## src/rtl/key_schedule_ctrl.sv

```systemverilog
// AES-128 key-schedule sequencer: walks an external key expander through the rounds
// and keeps every round key in a local file that the round datapath reads.
module key_schedule_ctrl #(
    parameter int KEY_W      = 128,
    parameter int NUM_ROUNDS = 10
) (
    input  logic             clk,
    input  logic             rst,
    input  logic             start,
    input  logic [KEY_W-1:0] cipher_key,
    input  logic             clear,
    output logic             busy,
    output logic             done,
    output logic             keys_valid,
    input  logic [3:0]       rk_rd_addr,
    output logic [KEY_W-1:0] rk_rd_data,
    output logic             kx_load_en,
    output logic [KEY_W-1:0] kx_key_in,
    output logic [31:0]      kx_rcon,
    input  logic [KEY_W-1:0] kx_key_out
);

    typedef enum logic [1:0] {IDLE, LOAD, WAIT} state_t;

    // Storage is always sized for the full AES-128 schedule; reduced-round builds
    // simply leave the upper entries at zero.
    localparam int         RK_N = 11;
    localparam logic [3:0] LAST = 4'(NUM_ROUNDS);

    state_t           state_q, state_d;
    logic [3:0]       round_q, round_d;
    logic             busy_q, busy_d;
    logic             done_q, done_d;
    logic             keys_valid_q, keys_valid_d;
    logic [KEY_W-1:0] rk_q [RK_N];
    logic [KEY_W-1:0] rk_d [RK_N];

    function automatic logic [7:0] rc_lut(input logic [3:0] r);
        logic [7:0] v;
        case (r)
            4'd1:    v = 8'h01;
            4'd2:    v = 8'h02;
            4'd3:    v = 8'h04;
            4'd4:    v = 8'h08;
            4'd5:    v = 8'h10;
            4'd6:    v = 8'h20;
            4'd7:    v = 8'h40;
            4'd8:    v = 8'h80;
            4'd9:    v = 8'h1b;
            4'd10:   v = 8'h36;
            default: v = 8'h00;
        endcase
        return v;
    endfunction

    always_comb begin
        state_d      = state_q;
        round_d      = round_q;
        busy_d       = busy_q;
        done_d       = 1'b0;
        keys_valid_d = keys_valid_q;
        rk_d         = rk_q;
        if (clear) begin
            // Abort leaves the stored keys in place but marks them unusable.
            state_d      = IDLE;
            round_d      = 4'd0;
            busy_d       = 1'b0;
            keys_valid_d = 1'b0;
        end else begin
            case (state_q)
                IDLE: begin
                    if (start) begin
                        rk_d[0]      = cipher_key;
                        round_d      = 4'd1;
                        keys_valid_d = 1'b0;
                        busy_d       = 1'b1;
                        state_d      = LOAD;
                    end
                end
                LOAD: state_d = WAIT;
                WAIT: begin
                    rk_d[round_q] = kx_key_out;
                    if (round_q == LAST) begin
                        state_d      = IDLE;
                        busy_d       = 1'b0;
                        done_d       = 1'b1;
                        keys_valid_d = 1'b1;
                    end else begin
                        round_d = round_q + 4'd1;
                        state_d = LOAD;
                    end
                end
                default: state_d = IDLE;
            endcase
        end
    end

    always_ff @(posedge clk or posedge rst) begin
        if (rst) begin
            state_q      <= IDLE;
            round_q      <= 4'd0;
            busy_q       <= 1'b0;
            done_q       <= 1'b0;
            keys_valid_q <= 1'b0;
            for (int i = 0; i < RK_N; i++) rk_q[i] <= '0;
        end else begin
            state_q      <= state_d;
            round_q      <= round_d;
            busy_q       <= busy_d;
            done_q       <= done_d;
            keys_valid_q <= keys_valid_d;
            rk_q         <= rk_d;
        end
    end

    // Expander drive is decoded from state so it is quiet outside LOAD.
    always_comb begin
        kx_load_en = 1'b0;
        kx_key_in  = '0;
        kx_rcon    = '0;
        if (state_q == LOAD) begin
            kx_load_en = 1'b1;
            kx_key_in  = rk_q[round_q - 4'd1];
            kx_rcon    = {rc_lut(round_q), 24'h0};
        end
    end

    always_comb begin
        rk_rd_data = '0;
        if (rk_rd_addr <= LAST) rk_rd_data = rk_q[rk_rd_addr];
    end

    assign busy       = busy_q;
    assign done       = done_q;
    assign keys_valid = keys_valid_q;

endmodule
```

## config.mk

```make
export PLATFORM = sky130hd
export DESIGN_NAME = key_schedule_ctrl
export DESIGN_NICKNAME = d
export VERILOG_FILES = /design/src/rtl/key_schedule_ctrl.sv
export SDC_FILE = /design/constraint.sdc
export NUM_CORES = 2
export LEC_CHECK = 0
export BUFFER_PORTS_ARGS = -buffer_cell sky130_fd_sc_hd__buf_2
export CAP_MARGIN = 20
export CORE_ASPECT_RATIO = 1.2
export CORE_MARGIN = 3
export CORE_UTILIZATION = 55
export DETAILED_ROUTE_END_ITERATION = 8
export PLACE_DENSITY = 0.85
export SYNTH_ARGS = -nofsm -noshare
export SYNTH_HDL_FRONTEND = slang
export SYNTH_SLANG_ARGS = --single-unit
```

## constraint.sdc

```tcl
create_clock -name clk -period 51.9 [get_ports clk]
set_input_delay 5.19 -clock clk [delete_from_list [all_inputs] [get_ports clk]]
set_output_delay 5.19 -clock clk [all_outputs]
set_load 0.03 [all_outputs]
```

* Word level (Yosys, flattened, before mapping)
Memories as Yosys holds them, arrays and structs flattened. Cells that the tools add are included.
Operators by class: $add $sub $neg 2, multipliers 0, divide/modulo/power cells 0, $lt $le $gt $ge 5, equal/unequal tests 7, shift-type cells 0, multiplexer cells 34, bitwise gates (word level) 4, reductions and logical operators 8
Operators by type and width (count):
- bitwise mux 1408 bit | 1
- binary-select mux 128 bit (select 4 bit) | 2
- 2-to-1 mux 128 bit | 8
- demux 128 bit (select 4 bit) | 1
- one-hot mux 128 bit (2 select lines) | 1
- 2-to-1 mux 32 bit | 1
- greater-or-equal comparator 5 bit (second input constant) | 3
- inverter 4 -> 5 bit | 3
- 2-to-1 mux 4 bit | 3
- 2-to-1 mux 1 bit | 11
- inequality test 3 bit (second input constant) | 3
- AND reduction 3 bit | 3
- one-hot mux 4 bit (2 select lines) | 1
- one-hot mux 2 bit (3 select lines) | 1
- less-than comparator 5 x 1 -> 1 bit (second input constant) | 1
- adder 4 x 1 -> 4 bit (second input constant) | 1
- == test 4 bit (second input constant) | 1
- less-or-equal comparator 4 bit (second input constant) | 1
- 2-to-1 mux 2 bit | 2
- one-hot mux 1 bit (2 select lines) | 2
- subtractor 4 x 1 -> 4 bit (second input constant) | 1
- nonzero test 3 bit | 1
- == test 2 x 1 -> 1 bit (second input constant) | 1
- == test 2 bit (second input constant) | 1
- 6 further kinds | 6
Word-level totals: bits in registers 1417, latch bits 0, memory bits (writable) 0, memory bits (read-only) 128, output and inout bits 292, memories kept 1
Memory list:
- (name not given) | words 16, bits a word 8, read ports 1, clocked after Yosys merged registers in 0, wr ports 0, RTL line 40 | case (r)

* Logic depth before layout (Yosys ltp)
word-level depth 7, gate-level depth with buffers 14, mapped depth without buffers 6

* Worst setup path after synthesis
OpenSTA, ideal clock, no wires.
path kind input to output, start point in rk_rd_addr[1], end point out rk_rd_data[100], arrival time 6.862 ns, data required time 46.710 ns, slack 39.848 ns, cell stages on the path 8, buffers on the path 4, cell sequence buf_2 > buf_2 > buf_2 > buf_2 > mux2i_1 > nor2_1 > a21oi_1 > o21ai_0
Between the ends: word-level cells in the longest chain between the ends 5, elaborated cells between the ends (all ways) 6
RTL lines:
- from (decl) | RTL line 15 | input logic [3:0] rk_rd_addr,
- inverter 4 -> 5 bit (implied by the code) | RTL line 130 | if (rk_rd_addr <= LAST) rk_rd_data = rk_q[rk_rd_addr];
- binary-select mux 128 bit (select 4 bit) | RTL line 130
- 2-to-1 mux 128 bit (implied by the code) (2 in a row) | RTL line 130
- 2-to-1 mux 128 bit (*) | RTL line 130
- to (decl) | RTL line 16 | output logic [KEY_W-1:0] rk_rd_data,
Mark *: on every way between the ends. The rest lies on a longest branch, timed or not. The select of a mux whose other input is x is not followed.

* Worst setup path after layout
start point in rk_rd_addr[0], end point out rk_rd_data[8]
The elaborated chain is that of the path after synthesis.

==> out/results.md <==
* status: finished, final reports clean
* time the final worst path needs with I/O delays and setup: 14500 ps
* Mapped Cells: 5910
* clock tree from TritonCTS: yes
* number of buffers inserted to repair setup after CTS: 0
* Detail Placement HPWL: 135000 um
* drt initial violations: 6901
* Hold Path Origin: rk_q[1322]
* worst slack at placement: 37530 ps
* Longest Clk Path Bufs: 3
* Resized cells post-CTS: 0
* GR Util All Layers: 0.335
* later-pin clock latency in the skew report: 800 ps
* unrepaired setup endpoints after global routing: false
* Layout fillers: 10000
* number of buffers created by CTS: 146
* Worst Setup Slack, final: 37400 ps
* slack of the worst reg-to-reg path: 46840 ps
* worst hold path depth: 2
* global-route wire length before repair: 368000 um
* wire length on met2: 113000 um
* register share of total power: 0.460
* Cell Count Post-Placement: 7694
* share of the clock period used by the worst path after layout: 0.279
* clock-pin transition on the worst setup and hold timing paths: 60 ps
* share of cells above drive strength 1: 0.415
* net switching share of the total power: 0.273
* Port Buffers: 531
* share of the yosys chip area belonging to registers: 0.463
* boundary pin count: 556
* R2R Path Start: round_q[0]
* MaxCap Viol Count: 0
* Relative slew margins: 0.146
* Most used DFF post-synth: dfrtp_1
* cell row count: 149
* worst slew pin tran: 1280 ps
* Sinks on Clock Net: 1417
* kind of path behind the tightest hold check: reg -> reg
* worst clock skew on the final layout: 18.3 ps
* Residual DRC: 0
* number of optimization iterations in the first detailed-route pass: 6
* Fin Setup TNS: 0 ps
* highest metal layer with signal wires: met5
* deepest level of the CTS H-tree: 4
* starting utilization of the core area: 0.555
* Critical Path Sink Type: primary output
* Synthesis Warnings: 0
* Crit path arrival time: 9310 ps
* via count of the first global-routing pass: 59300
* routed via count divided by cell count: 7.20
* RR Endpoint: rk_q[1330]
* cell count of the worst reg-to-reg path: 8
* Yosys cell types: 41
* PD cells: 30.9 nW/um^2
* total setup violations reported at the end of the flow: 0
* number of nets with antenna violations after routing: 0
* most frequent cells in the layout: 1416 x dfrtp_1, 1282 x mux2_2, 528 x buf_2
* peak ir drop on the vdd network: 33.9 uV
* via count: 57500
* post-route insts no fill: 7988
* post-synthesis cell area: 76500 um^2
* internal power of the cells: 1.89 mW
* final estimated routing congestion in global placement: 0.863
* total grt overflow: 0
* EDFF count, synth: 0
* Horiz. Die Dim: 346 um
* Placeable Area: 138000 um^2
* required time at the endpoint of the critical path: 46710 ps
* most common library cell in the layout ignoring fill and taps: dfrtp_1
* maximum number of pins on one net before global-route repair: 190
* Pleak: 40.2 nW
* Syn-to-layout area delta: 10.3%
* switching power summed over all nets: 713 uW
* startpoint kind of the worst setup timing path: input pin
* Crit Path Category: in -> out
* total of flip-flops plus latches after synthesis: 1417
* length of routed met3 wiring: 28800 um
* destination of the worst hold path: rk_q[1322]
* Pins Over Slew Limit: 0
* routed length per instance: 30.7 um
* proportion of synthesized flip-flops having asynchronous set or reset: 1.00
* total number of nets in the final design: 6305
* routed length on met1: 87900 um
* Max FO, Critical Path: 59
* Avg Cell Area, Syn: 12.9 um^2
* post-cts hold buffer count: 0
* total power draw: 2.61 mW
* utilization after layout: 0.613
* maximum clock rate: 0.0690 GHz
* clock network fraction of total power: 0.419
* number of antenna violations at the first check in global routing: 31
* relative contribution of combinational cells to total power: 0.121
* die footprint: 144000 um^2
* vertical die dimension: 415 um
* WL final: 245000 um
* root cell of the clock tree: clkbuf_16
* Fin. Hold Viols: 0
[worst max-delay path: stages]
cell and delay (ps):
buf_8 390, buf_4 700, buf_4 900, buf_4 690, mux2i_1 170, a221oi_1 330
o21ai_0 140, o21ai_0 360, buf_2 330
[cell families after synthesis]
group | count (synthesis) | synth area share
compound gates | 1041 | 0.0872
xor+xnor | 1 | 0.000114
fa+ha+maj | 7 | 0.00114
buf+inv | 689 | 0.0433
flops | 1417 | 0.463
mux | 2180 | 0.369
other cells | 1 | 0.0000490
simple gates | 574 | 0.0358
[power by group through the flow]
| stage | logic (mW) | registers (mW) | clock network [mW] |
|---|---|---|---|
| 2_1_floorplan | 0.220 | 1.20 | 0 |
| 3_3_place_gp | 0.301 | 1.21 | 0 |
| 3_5_place_dp | 0.309 | 1.22 | 0 |
| 4_1_cts | 0.311 | 1.20 | 1.10 |
| 5_1_grt | 0.335 | 1.20 | 1.14 |
| 6_report | 0.317 | 1.20 | 1.09 |
[state kept, by name, summed over array words and instances, names as in the netlist]
signal	flops
busy	1
keys_valid	1
state_q	2
done	1
rk_q	1408
round_q	4
[synth_stat cells, drive strengths merged, types with 2 or more instances]
cell    number  area, um^2
dfrtp     1417       35500
mux2      1282       14400
o21ai      517        2590
mux2i      514        5140
mux4       384        8650
buf        368        2100
clkbuf     313        1170
nand2      265         995
nor2       142         533
a21oi      134         671
nor3b      129         968
a221o      128        1280
a221oi     128        1120
a22oi      128         961
nand3       10        50.1
inv          8        30.0
nor2b        8        50.1
ha           7        87.6
and3         6        37.5
nand2b       4        32.5
and3b        2        17.5
nand3b       2        15.0
nor3         2        10.0
[layout make-up]
class / count / area [um^2] / share of cell area
inverter: 8 / 45.0 / 0.000534
clock buffer: 219 / 4250 / 0.0503
multi-input combinational: 3827 / 38100 / 0.451
antenna: 24 / 60.1 / 0.000711
tap: 1812 / 2270 / 0.0269
timing repair buffer: 634 / 3600 / 0.0427
clock inverter: 47 / 682 / 0.00808
sequential: 1417 / 35500 / 0.420
[through the flow]
step / hold WS, ps / cell area [um^2]
after floorplan: 466 / 76600
after global placement: 480 / 79300
after detailed placement: 491 / 79300
after CTS: 504 / 84300
after global routing: 529 / 84400
final: 506 / 84400
[worst max path at each step]
stage	startpoint	endpoint	slack [ps]	depth (start not counted)
after floorplan	rst	busy	6750	1
after global placement	rk_rd_addr[0]	rk_rd_data[111]	37610	8
after detailed placement	rk_rd_addr[0]	rk_rd_data[8]	37530	9
after CTS	rk_rd_addr[0]	rk_rd_data[8]	37510	9
after global routing	rk_rd_addr[0]	rk_rd_data[8]	37250	9
final	rk_rd_addr[0]	rk_rd_data[8]	37400	9
[routing by layer]
metal  up-vias  track usage
met5         -            0
met2      4397        0.514
met1     29500        0.424
met3      1019       0.0919
li1      22600            -
met4        18        0.204
(Power assumes the default switching activity.)
